===== src/rtl/loader_pkg.sv =====
// Shared types and constants for the instruction-memory loader.
// Holds the loader state enum plus byte-packing and address helpers.
package loader_pkg;

   typedef enum logic [1:0] {
      IDLE  = 2'd0,
      RECV  = 2'd1,
      WRITE = 2'd2,
      DONE  = 2'd3
   } load_state_e;

   localparam int unsigned BYTES_PER_WORD   = 4;
   localparam int unsigned WORD_BYTES_SHIFT = 2;
   localparam int unsigned BYTE_CNT_W       = 2;

   // Big-endian packing: earlier bytes end up in the more significant lanes.
   function automatic logic [31:0] shift_in_byte(input logic [31:0] word, input logic [7:0] data);
      return {word[23:0], data};
   endfunction

   function automatic logic [31:0] word_addr(input logic [31:0] base, input logic [15:0] index);
      return base + ({16'd0, index} << WORD_BYTES_SHIFT);
   endfunction

endpackage


===== src/rtl/byte_packer.sv =====
// Collects accepted image bytes into a 32-bit big-endian word and flags
// the handshake that completes a word.
module byte_packer
   import loader_pkg::*;
(
   input  logic        clk,
   input  logic        rst_n,
   input  logic        clr,
   input  logic        shift_en,
   input  logic [7:0]  byte_data,
   output logic [31:0] word_next,
   output logic        word_ready
);

   logic [31:0]           word_r;
   logic [BYTE_CNT_W-1:0] byte_cnt_r;

   // Shift register and byte counter; the counter wraps to zero after the fourth byte.
   always_ff @(posedge clk or negedge rst_n) begin
      if (!rst_n) begin
         word_r     <= 32'd0;
         byte_cnt_r <= {BYTE_CNT_W{1'b0}};
      end else if (clr) begin
         word_r     <= 32'd0;
         byte_cnt_r <= {BYTE_CNT_W{1'b0}};
      end else if (shift_en) begin
         word_r     <= shift_in_byte(word_r, byte_data);
         byte_cnt_r <= byte_cnt_r + {{(BYTE_CNT_W-1){1'b0}}, 1'b1};
      end else begin
         word_r     <= word_r;
         byte_cnt_r <= byte_cnt_r;
      end
   end

   // Word including the byte being accepted now, so the writer can register it directly.
   always_comb begin
      word_next = shift_in_byte(word_r, byte_data);
      if (shift_en && (byte_cnt_r == BYTE_CNT_W'(BYTES_PER_WORD - 1))) begin
         word_ready = 1'b1;
      end else begin
         word_ready = 1'b0;
      end
   end

endmodule


===== src/rtl/instr_loader.sv =====
// Instruction-memory writer: packs a byte stream into words, writes them at
// consecutive word addresses and holds the CPU in reset until the image is in.
module instr_loader
   import loader_pkg::*;
#(
   parameter int unsigned DEPTH     = 32,
   parameter logic [31:0] BASE_ADDR = 32'd0
) (
   input  logic        clk_i,
   input  logic        rst_i,
   input  logic        start_i,
   input  logic [15:0] word_count_i,
   input  logic        byte_valid_i,
   input  logic [7:0]  byte_data_i,
   output logic        byte_ready_o,
   output logic        mem_we_o,
   output logic [31:0] mem_addr_o,
   output logic [31:0] mem_data_o,
   output logic        busy_o,
   output logic        done_o,
   output logic        err_o,
   output logic        cpu_rst_o
);

   load_state_e state_r;
   logic [15:0] count_r;
   logic [15:0] index_r;
   logic [15:0] index_next_s;
   logic        accept_s;
   logic        clr_s;
   logic        count_over_s;
   logic        count_zero_s;
   logic        word_ready_s;
   logic [31:0] word_next_s;

   // Start classification and handshake decode; byte_ready_o is registered so no input reaches an output.
   always_comb begin
      count_over_s = ({16'd0, word_count_i} > DEPTH);
      count_zero_s = (word_count_i == 16'd0);
      accept_s     = byte_valid_i && byte_ready_o;
      index_next_s = index_r + 16'd1;
      if (start_i && (state_r == IDLE || state_r == DONE) && !count_over_s && !count_zero_s) begin
         clr_s = 1'b1;
      end else begin
         clr_s = 1'b0;
      end
   end

   byte_packer u_packer (
      .clk        (clk_i),
      .rst_n      (rst_i),
      .clr        (clr_s),
      .shift_en   (accept_s),
      .byte_data  (byte_data_i),
      .word_next  (word_next_s),
      .word_ready (word_ready_s)
   );

   // Load sequencer with all interface outputs registered.
   always_ff @(posedge clk_i or negedge rst_i) begin
      if (!rst_i) begin
         state_r      <= IDLE;
         count_r      <= 16'd0;
         index_r      <= 16'd0;
         byte_ready_o <= 1'b0;
         mem_we_o     <= 1'b0;
         mem_addr_o   <= 32'd0;
         mem_data_o   <= 32'd0;
         busy_o       <= 1'b0;
         done_o       <= 1'b0;
         err_o        <= 1'b0;
         cpu_rst_o    <= 1'b0;
      end else begin
         mem_we_o <= 1'b0;
         case (state_r)
            IDLE, DONE: begin
               if (start_i) begin
                  if (count_over_s) begin
                     err_o     <= 1'b1;
                     done_o    <= 1'b0;
                     cpu_rst_o <= 1'b0;
                     state_r   <= IDLE;
                  end else if (count_zero_s) begin
                     err_o     <= 1'b0;
                     done_o    <= 1'b1;
                     cpu_rst_o <= 1'b1;
                     state_r   <= DONE;
                  end else begin
                     count_r      <= word_count_i;
                     index_r      <= 16'd0;
                     err_o        <= 1'b0;
                     done_o       <= 1'b0;
                     cpu_rst_o    <= 1'b0;
                     busy_o       <= 1'b1;
                     byte_ready_o <= 1'b1;
                     state_r      <= RECV;
                  end
               end else begin
                  state_r <= state_r;
               end
            end
            RECV: begin
               if (word_ready_s) begin
                  mem_we_o     <= 1'b1;
                  mem_addr_o   <= word_addr(BASE_ADDR, index_r);
                  mem_data_o   <= word_next_s;
                  byte_ready_o <= 1'b0;
                  state_r      <= WRITE;
               end else begin
                  state_r <= RECV;
               end
            end
            WRITE: begin
               index_r <= index_next_s;
               if (index_next_s == count_r) begin
                  busy_o    <= 1'b0;
                  done_o    <= 1'b1;
                  cpu_rst_o <= 1'b1;
                  state_r   <= DONE;
               end else begin
                  byte_ready_o <= 1'b1;
                  state_r      <= RECV;
               end
            end
            default: begin
               byte_ready_o <= 1'b0;
               busy_o       <= 1'b0;
               cpu_rst_o    <= 1'b0;
               state_r      <= IDLE;
            end
         endcase
      end
   end

endmodule


===== config.mk =====
export PLATFORM = sky130hd
export DESIGN_NAME = instr_loader
export DESIGN_NICKNAME = d
export VERILOG_FILES = /design/src/rtl/loader_pkg.sv /design/src/rtl/byte_packer.sv /design/src/rtl/instr_loader.sv
export SDC_FILE = /design/constraint.sdc
export NUM_CORES = 1
export LEC_CHECK = 0
export ABC_AREA = 1
export CORE_AREA = 3 3 117 119
export CTS_BUF_LIST = sky130_fd_sc_hd__clkbuf_2 sky130_fd_sc_hd__clkbuf_4 sky130_fd_sc_hd__clkbuf_8
export DETAILED_ROUTE_END_ITERATION = 8
export DIE_AREA = 0 0 120 122
export GPL_ROUTABILITY_DRIVEN = 1
export GPL_TIMING_DRIVEN = 0
export PLACE_DENSITY = 0.77
export SYNTH_ARGS = -nofsm -noshare
export SYNTH_HDL_FRONTEND = slang
export SYNTH_SLANG_ARGS = --single-unit

===== constraint.sdc =====
create_clock -name clk_i -period 2.05 [get_ports clk_i]
set_input_delay 0.615 -clock clk_i [delete_from_list [all_inputs] [get_ports clk_i]]
set_output_delay 0.615 -clock clk_i [all_outputs]
set_load 0.005 [all_outputs]

Yosys cells after proc, flatten, opt, wreduce, memory -nomap -nowiden
Cells that the tools add are included.
- logic and storage cells: 80
- register bits after elaboration: 113
- reductions and logical operators: 20
- equal/unequal tests: 11
- mux-type cells: 32
- add/subtract/negate cells: 2
- order comparisons: 1
- bitwise operators: 2
- operators with widths (cell ; number):
    two-way mux 16 bit ; 3
    two-way mux 24 bit ; 2
    case mux 16 bit (2 select lines) ; 1
    adder 16 x 1 -> 16 bit, second input constant ; 1
    == test 16 bit ; 1
    > comparator 16 x 6 -> 1 bit, second input constant ; 1
    logical NOT 16 bit ; 1
    two-way mux 1 bit ; 15
    two-way mux 2 bit ; 7
    != test 2 bit, second input constant ; 5
    AND reduction 5 bit ; 2
    AND reduction 4 bit ; 2
    == test 2 bit, second input constant ; 3
    case mux 2 bit (3 select lines) ; 1
    logical AND 1 bit ; 5
    case mux 1 bit (2 select lines) ; 2
    AND reduction 2 bit ; 2
    nonzero test 2 bit ; 2
    case mux 1 bit (3 select lines) ; 1
    AND reduction 3 bit ; 1
    adder 2 x 1 -> 2 bit, second input constant ; 1
    == test 2 x 1 -> 1 bit, second input constant ; 1
    logical NOT 1 bit ; 2
    logical NOT 2 bit ; 1
    other kinds (4) ; 5

Longest topological paths before layout
Gate-level depths: netlist of the first run.
- word-level depth: 7
- mapped depth: 16

Hierarchy
A second synthesis of the first run with hierarchy kept.
- cells, all modules: 674
- area, all modules: 5562.8 um^2
- modules (own cells, without submodules) (module ; area an instance (um^2) ; seq. area each (um^2) ; cells an instance ; instances):
    instr_loader ; 4297.9 ; 2177.1 ; 549 ; 1
    byte_packer ; 1265.0 ; 650.6 ; 125 ; 1

Worst setup path before layout of the first run
Ideal clock, no wire load.
- path kind: input -> register
- start point: input port word_count_i[3]
- end point: register u_packer.byte_cnt_r[1]
- setup slack: 0.111 ns
- stages: 11
- setup time: 0.120 ns
- path buffers: 1
- arrival time: 1.819 ns
- cells stage by stage: nor3_1 -> nand4_1 -> nand2_1 -> nand2_1 -> nor2_1 -> nand2_2 -> nand2_1 -> inv_1 -> buf_2 -> a21boi_0 -> inv_1
- longest elaborated chain between the ends: 6
- ends and longest elaborated chain (item ; line ; RTL):
    start, declared ; instr_loader.sv:12 ; input logic [15:0] word_count_i,
    > comparator 16 x 6 -> 1 bit ; instr_loader.sv:38 ; count_over_s = ({16'd0, word_count_i} > DEPTH);
    logical NOT 1 bit ; instr_loader.sv:42 ; if (start_i && (state_r == IDLE || state_r == DONE) && !count_over_s && !count_zero_s) begin
    logical AND 1 bit ; instr_loader.sv:42 ;
    logical AND 1 bit (*) ; instr_loader.sv:42 ;
    two-way mux 1 bit (*) ; instr_loader.sv:42 ;
    two-way mux 2 bit / nonzero test 2 bit (equally long branches) ; - ;
    end signal, assigned ; byte_packer.sv:22 ; byte_cnt_r <= {BYTE_CNT_W{1'b0}};
    end signal, assigned ; byte_packer.sv:25 ; byte_cnt_r <= {BYTE_CNT_W{1'b0}};
    end signal, assigned ; byte_packer.sv:28 ; byte_cnt_r <= byte_cnt_r + {{(BYTE_CNT_W-1){1'b0}}, 1'b1};
    end, declared ; byte_packer.sv:16 ; logic [BYTE_CNT_W-1:0] byte_cnt_r;
Every way passes the cells marked *; elsewhere a longest branch is shown, timed or not.
A chain may end at the register's enable or synchronous reset.

Worst setup path after layout of the first run
- start point: input port word_count_i[3]
- end point: register u_packer.word_r[7]
- longest elaborated chain between the ends: 6
- ends and longest elaborated chain (item ; line ; RTL):
    > comparator 16 x 6 -> 1 bit ; instr_loader.sv:38 ;
    logical NOT 1 bit ; instr_loader.sv:42 ;
    logical AND 1 bit ; instr_loader.sv:42 ;
    logical AND 1 bit (*) ; instr_loader.sv:42 ;
    two-way mux 1 bit (*) ; instr_loader.sv:42 ;
    two-way mux 24 bit / nonzero test 2 bit (equally long branches) ; - ;
    end signal, assigned ; byte_packer.sv:27 ; word_r <= shift_in_byte(word_r, byte_data);
    end signal, assigned ; byte_packer.sv:30 ; word_r <= word_r;
    end, declared ; byte_packer.sv:15 ; logic [31:0] word_r;
Marks and branches as above.

==> results of run 1 <==
through the flow:
stage,hold WS (ns),cells
6_report,0.246,965
5_1_grt,0.290,965
4_1_cts,0.258,955
3_5_place_dp,0.457,916
3_3_place_gp,0.454,915
2_1_floorplan,0.319,662
worst reg2reg max path, cell delays in order (launching register included):
cell,delay [ns]
dfrtp_1,0.36
inv_1,0.07
ha_1,0.42
nand2_1,0.15
nor2_4,0.16
nand2_4,0.11
nand2_2,0.10
inv_4,0.07
buf_6,0.15
a21boi_1,0.19
inv_1,0.06
layer usage:
| layer | up-vias | global-route usage | wire length (um) |
|---|---|---|---|
| met4 | 0 | 0.0694 | 196 |
| met5 | - | 0 | 0 |
| met2 | 126 | 0.282 | 6120 |
| met1 | 2168 | 0.238 | 5910 |
| li1 | 2292 | - | - |
| met3 | 16 | 0.0483 | 772 |
cell families (layout without fill, tap and decap cells):
family / after synthesis / after routing / synth area share
other: 1 / 16 / 0.000702
adders and majority gates: 4 / 4 / 0.00937
AOI/OAI and AO/OA: 72 / 72 / 0.0846
muxes: 3 / 3 / 0.00632
DFF: 113 / 113 / 0.529
xor gates and xnor gates: 3 / 3 / 0.00492
and+or+nand+nor: 329 / 329 / 0.265
buffers and inverters: 122 / 253 / 0.0993
path summary, 6_finish.rpt:
kind / end / slack, ns / cells past startpoint
min reg2reg: mem_data_o[30] / 0.47 / 2
min: mem_data_o[20] / 0.25 / 1
max: u_packer.word_r[7] / 0.05 / 12
max in group asynchronous: count_r[13] / 1.08 / 2
min in group clk_i: mem_data_o[30] / 0.47 / 2
max reg2reg: u_packer.word_r[7] / 0.10 / 10
layout make-up:
class                           instances  area share
Timing Repair Buffer                   99       0.135
Clock inverter                         12      0.0186
Sequential cell                       113       0.391
Inverter                               85      0.0447
Clock buffer                           20      0.0362
Multi-Input combinational cell        427       0.310
Buffer                                 37      0.0350
Tap cell                              172      0.0297
sequential cells by signal, indices dropped and copies added, names as in the netlist:
name	count
byte_ready_o	1
u_packer.word_r	24
cpu_rst_o	1
busy_o	1
err_o	1
mem_addr_o	16
mem_we_o	1
index_r	16
mem_data_o	32
state_r	2
count_r	16
u_packer.byte_cnt_r	2
cells in the mapped netlist, types with 2 or more instances:
cell type / instances / area share
nand2_1: 215 / 0.15
dfrtp_1: 113 / 0.53
inv_1: 83 / 0.058
nand3_1: 57 / 0.053
nor2_1: 26 / 0.018
a21boi_0: 25 / 0.035
o21ai_0: 24 / 0.022
buf_4: 17 / 0.024
o22ai_1: 15 / 0.018
clkbuf_1: 13 / 0.0091
nand4_1: 10 / 0.012
buf_2: 7 / 0.0066
nand3b_1: 7 / 0.0098
ha_1: 4 / 0.0094
a21oi_1: 3 / 0.0028
mux2_2: 3 / 0.0063
nor3_1: 3 / 0.0028
xnor2_1: 3 / 0.0049
nand2_2: 2 / 0.0023
nor2_2: 2 / 0.0023
nor2_4: 2 / 0.0042
o21ai_1: 2 / 0.0019
power by group through the flow:
stage / combinational, mW / sequential (mW) / clock [mW]
3_5_place_dp: 2.10 / 3.33 / 0
3_3_place_gp: 2.04 / 3.32 / 0
6_report: 2.45 / 3.34 / 2.07
5_1_grt: 2.75 / 3.42 / 2.21
4_1_cts: 2.19 / 3.31 / 2.11
2_1_floorplan: 1.20 / 3.24 / 0
timing repair:
| item | 4_1_cts | 5_1_grt |
|---|---|---|
| cloned | 1 | 0 |
| pin swaps | 6 | 20 |
| hold endpoints to repair | 0 | 0 |
| setup endpoints to repair | 96 | 96 |
| gates resized for setup | 41 | 69 |
| buffers inserted | 6 | 10 |
==> results.rst, run 1 <==
.. list-table::
   :header-rows: 1

   * - Metric
     - Value
   * - Status
     - complete, no violations
   * - Maximum VDD drop
     - 0.453 mV
   * - Final standard cell area without fillers
     - 0.00725 sq mm
   * - Post-detailed-placement half-perimeter wirelength
     - 9000 um
   * - Number of fill cells in the layout
     - 1099
   * - Peak per-stage delay on the critical path
     - 0.45 ns
   * - Tmin final
     - 2.00 ns
   * - Flip-flop and latch area
     - 0.00283 sq mm
   * - Flop and latch count out of synthesis
     - 113
   * - Initial antenna violation count
     - 0
   * - Headroom to the max-slew limit
     - 0.488
   * - Top-level port count
     - 98
   * - Number of design-rule violations left by the first detailed-router iteration
     - 305
   * - Fraction of power consumed by sequential logic
     - 0.424
   * - Setup Skew
     - 0.0119 ns
   * - Synthesis Warnings
     - 0
   * - Critical path data arrival time
     - 2.33 ns
   * - Ratio of cells with drive above 1 in the final layout
     - 0.179
   * - Count of max-cap constraint violations
     - 0
   * - Die Span X
     - 120 um
   * - Root Buffer
     - clkbuf_8
   * - Via Count
     - 4602
   * - Setup repair after global routing missed its margin
     - true
   * - Gate power share
     - 0.312
   * - Async set-reset flop share out of synthesis
     - 1.00
   * - Reg-to-reg startpoint
     - state_r[0]
   * - Commonest non-fill, non-tap cell in the layout
     - nand2_1
   * - Number of pins exceeding their max-slew limit in the final report
     - 0
   * - Pre-antenna DRT Iters
     - 5
   * - Clock tree from TritonCTS
     - done
   * - Via density per instance
     - 4.77
   * - Nets
     - 812
   * - Library cells used by synthesis
     - 33
   * - Core Box Area
     - 0.0127 sq mm
   * - Post-DP Area
     - 0.00645 sq mm
   * - Cell type of the slowest stage on the worst timing path
     - clkdlybuf4s50_1
   * - DRC viols
     - 0
   * - CP Launch Type
     - input pin
   * - Wire length of the first global-routing pass
     - 20900 um
   * - Synthesized instance count
     - 647
   * - Endpoint class of the critical path
     - register
   * - Hold bufs inserted after CTS
     - 0
   * - WP buf/inv
     - 4
   * - Share of the clock period used by the worst path
     - 0.977
   * - Total power
     - 7.87 mW
   * - Sw Share
     - 0.343
   * - Internal power summed over all cells
     - 5.17 mW
   * - Clock buffer depth
     - 2
   * - Area Growth Syn to Fin
     - 35.8%
   * - Switching component of the power
     - 2.70 mW
   * - Leak
     - 3.64 nW
   * - Footprint of the multi-input gates
     - 0.00225 sq mm
   * - CP Launch Point
     - word_count_i[3]
   * - Initial Util
     - 0.422
   * - Standard-cell row count
     - 41
   * - Maximum fanout along the worst path
     - 10
   * - Final worst slack
     - 0.0467 ns
   * - Sum Neg Setup Slack
     - 0 ns
   * - Routability congestion estimate from global placement
     - 0.902
   * - Setup WS pre-CTS
     - -0.847 ns
   * - Sequential cell area fraction in the yosys report
     - 0.529
   * - Mean instance size in the synthesized netlist
     - 8.26 sq um
   * - Cells along the critical path
     - clkdlybuf4s50_1 -> nor3_2 -> nand4_1 -> nand2_1 -> nand2_2 -> nor2_4 -> nand2_4 -> nand2_2 -> inv_4 -> buf_6 -> a21boi_1 -> inv_1
   * - Via count of the first global-routing pass
     - 4437
   * - Pin count of the biggest net entering global routing
     - 60
   * - Netlist Area Pre-Place
     - 0.00534 sq mm
   * - Most frequent cells in the layout
     - nand2_1 (204), dfrtp_1 (109), inv_1 (80), clkdlybuf4s50_1 (77), nand3_1 (51)
   * - Slew at the pin with the worst max-slew slack
     - 0.768 ns
   * - Type of the tightest min-delay check
     - in -> async
   * - Post-route core utilization
     - 0.572
   * - Clock input transition at the sequential cells of the worst setup and hold paths
     - 0.07 ns
   * - Power density of the placed cells
     - 1080 mW/mm^2
   * - Clock network latency to the later pin of the worst-skew pair
     - 0.44 ns
   * - Remaining global-route overflow
     - 0
   * - Final Hold Viols
     - 0
   * - Port Buffers
     - 81
   * - Worst path most repeated cell
     - nand2_2
   * - Achievable clock frequency
     - 499 MHz
   * - Crit path kind
     - in -> reg
   * - Primary FF master, synth
     - dfrtp_1
   * - Number of nets with antenna violations after detailed routing
     - 0
   * - Overall global routing resource usage
     - 0.179
   * - Number of flops mapped to enable cells by yosys
     - 0
   * - Count of final setup violators
     - 0
   * - Required @ worst endpoint
     - 2.37 ns
   * - Number of buffers created by CTS
     - 17
   * - H-Tree Level Count
     - 4
   * - Diode count
     - 0
   * - Total die area
     - 0.0146 sq mm
   * - Chip height
     - 122 um
   * - CTS sink cnt
     - 113
   * - Avg WL per Cell
     - 13.5 um
   * - Clk network pwr share
     - 0.264
   * - Kind of cell adding the most delay to the critical path
     - simple AND/OR/NAND/NOR gates
   * - Total Wirelength
     - 13000 um
Note: power is estimated with default switching activity, not from simulation.
==> inputs of run 2 (changes only) <==
- ABC_AREA: 1 -> unset
- CORE_AREA: 3 3 117 119 -> 3 3 118 120
- DIE_AREA: 0 0 120 122 -> 0 0 121 123
- PLACE_DENSITY: 0.77 -> 0.76
==> run 2 against run 1 <==
  * The flow now finishes with violations (negative setup slack)
  * Fmax is 13% lower
  * Clock skew is 0.0032 ns lower
  * Utilization is 1.6 points higher
  * Largest cell class unchanged
==> results.rst, run 2 <==
.. list-table::
   :header-rows: 1

   * - Metric
     - Value
   * - Sequential cell area fraction in the yosys report
     - 0.521
   * - Number of placed cells counting well taps
     - 880
   * - Sum Neg Setup Slack
     - -0.801 ns
   * - Most instantiated cells after synthesis
     - nand2_1 (208), dfrtp_1 (113), a21oi_1 (37)
   * - Violated checks
     - negative setup slack
   * - DRC viols
     - 0
   * - Leak
     - 3.68 nW
   * - Status
     - finished, violations left
   * - Pre-antenna DRT Iters
     - 5
   * - Number of flops mapped to enable cells by yosys
     - 0
   * - Netlist Area Pre-Place
     - 0.00543 sq mm
   * - Capturing point of the worst reg2reg path
     - busy_o
   * - Final standard cell area without fillers
     - 0.00770 sq mm
   * - Final worst slack
     - -0.240 ns
   * - Die Span X
     - 121 um
   * - Primary FF master, synth
     - dfrtp_1
   * - Count of max-cap constraint violations
     - 0
   * - Clock input transition at the sequential cells of the worst setup and hold paths
     - 0.07 ns
   * - Yosys top cell area share
     - 0.521
   * - CP Launch Type
     - register
   * - Commonest non-fill, non-tap cell in the layout
     - nand2_1
   * - Required @ worst endpoint
     - 2.38 ns
   * - Tmin final
     - 2.29 ns
   * - Total die area
     - 0.0149 sq mm
   * - Critical path data arrival time
     - 2.62 ns
   * - Count of final setup violators
     - 4
   * - Top-level port count
     - 98
   * - Via count of the first global-routing pass
     - 5075
   * - Wire length of the first global-routing pass
     - 25100 um
   * - CTS sink cnt
     - 113
   * - Chip height
     - 123 um
   * - Synthesis Warnings
     - 0
   * - Maximum VDD drop
     - 0.576 mV
   * - Number of fill cells in the layout
     - 1090
   * - H-Tree Level Count
     - 4
   * - Via density per instance
     - 5.14
   * - Port Buffers
     - 80
   * - Achievable clock frequency
     - 437 MHz
   * - Top cells by area in the synthesized netlist
     - dfrtp_1 (52%), nand2_1 (14%), a21oi_1 (3.4%)
   * - Routability congestion estimate from global placement
     - 0.904
   * - Maximum fanout along the worst path
     - 8
   * - Post-DP Area
     - 0.00660 sq mm
   * - Nets
     - 800
   * - Async set-reset flop share out of synthesis
     - 1.00
   * - Initial Util
     - 0.415
   * - Hold bufs inserted after CTS
     - 0
   * - Setup repair after global routing missed its margin
     - true
   * - Largest registers
     - mem_data_o (32), u_packer.word_r (24)
   * - Crit path kind
     - reg -> reg
   * - Footprint of the multi-input gates
     - 0.00258 sq mm
   * - Number of design-rule violations left by the first detailed-router iteration
     - 461
   * - Count leader, synth
     - nand2_1
   * - Diode count
     - 0
   * - Number of buffers created by CTS
     - 17
   * - Core Box Area
     - 0.0131 sq mm
   * - Overall global routing resource usage
     - 0.214
   * - Avg WL per Cell
     - 16.1 um
   * - Total Wirelength
     - 15400 um
   * - Library cells used by synthesis
     - 54
   * - Type of the tightest min-delay check
     - in -> async
   * - Most frequent cells in the layout
     - nand2_1 (207), dfrtp_1 (109), buf_4 (64), clkdlybuf4s50_1 (62), a21oi_1 (32)
   * - Flip-flop and latch area
     - 0.00283 sq mm
   * - Cell Count, Final, Fillers Out
     - 956
   * - Ratio of cells with drive above 1 in the final layout
     - 0.244
   * - Via Count
     - 4918
   * - Headroom to the max-slew limit
     - 0.601
   * - Slew at the pin with the worst max-slew slack
     - 0.598 ns
   * - Number of pins exceeding their max-slew limit in the final report
     - 0
   * - Setup Skew
     - 0.00873 ns
   * - Area Growth Syn to Fin
     - 41.9%
   * - Worst Reg-to-Reg Cells
     - 11
   * - Register with the highest flop count
     - mem_data_o
   * - Reg-to-reg startpoint
     - index_r[5]
   * - Clock tree from TritonCTS
     - done
   * - Mean instance size in the synthesized netlist
     - 8.93 sq um
   * - Power density of the placed cells
     - 1060 mW/mm^2
   * - Standard-cell row count
     - 42
   * - Reg-to-reg slack, setup
     - -0.24 ns
   * - Post-detailed-placement half-perimeter wirelength
     - 10100 um
   * - Number of flip-flops in the largest register
     - 32
   * - Number of nets with antenna violations after detailed routing
     - 0
   * - Clock network latency to the later pin of the worst-skew pair
     - 0.44 ns
   * - Share of the clock period used by the worst path
     - 1.12
   * - Remaining global-route overflow
     - 0
   * - Synthesized instance count
     - 608
   * - Endpoint class of the critical path
     - register
   * - Yosys top cell by area
     - dfrtp_1
   * - Minimum hold slack
     - 0.158 ns
   * - Final Hold Viols
     - 0
   * - Root Buffer
     - clkbuf_8
   * - Flop and latch count out of synthesis
     - 113
   * - Initial antenna violation count
     - 0
   * - Clock buffer depth
     - 2
   * - Pin count of the biggest net entering global routing
     - 75
[run 2: power by group]
group	switching (mW)	internal [mW]	total [mW]
logic	1.37	1.37	2.74
registers	0.384	2.80	3.19
clock network	0.922	1.34	2.26
[run 2: final cells by class]
class,instances,area share
repair buffers,129,0.156
inverters,13,0.00634
clock buffers,22,0.0385
well taps,176,0.0286
plain buffers,53,0.0507
flip-flops and latches,113,0.368
clock inverters,9,0.0169
multi-input cells,441,0.335
[run 2: logic make-up after synthesis]
kind of cell	synth area share
xor gates and xnor gates	0.0226
adders and majority gates	0.00922
buffers and inverters	0.0680
AOI/OAI and AO/OA	0.121
other	0.000691
DFF	0.521
and+or+nand+nor	0.242
muxes	0.0159
[run 2: what timing repair did]
item,CTS,global route
cloned,2,0
gates resized for setup,87,34
buffers inserted,39,7
setup endpoints to repair,112,92
pin swaps,23,12
[run 2: worst max-delay path by stage]
stage	endpoint	startpoint	slack (ns)
final	busy_o	index_r[5]	-0.24
after detailed placement	mem_addr_o[2]	byte_valid_i	-1.24
after CTS	byte_ready_o	index_r[0]	-0.16
after global placement	index_r[0]	rst_i	-4.26
after global routing	busy_o	index_r[5]	-0.30
after floorplan	count_r[4]	word_count_i[4]	-0.11
[run 2: through the flow]
| step | setup WS (ns) | power (mW) | utilization |
|---|---|---|---|
| floorplan | -0.115 | 4.34 | - |
| global placement | -4.26 | 5.46 | 0.502 |
| detailed placement | -1.24 | 5.58 | 0.504 |
| CTS | -0.160 | 8.11 | 0.580 |
| global route | -0.302 | 8.68 | 0.589 |
| finish | -0.240 | 8.18 | 0.589 |
[run 2: worst max-delay path: stages (launching register included)]
cell and delay (ns):
dfrtp_1 0.32, buf_4 0.18, and3_1 0.17, clkbuf_4 0.19, nand4_1 0.19, nor3b_2 0.26
nor3_2 0.06, buf_4 0.16, nor4_4 0.24, buf_4 0.19, a21oi_2 0.06, a21o_1 0.14
[run 2: metal layers]
layer / routed length [um] / global-route usage
met5: 0 / 0
met4: 257 / 0.0666
met3: 905 / 0.0576
met2: 7540 / 0.346
met1: 6670 / 0.282
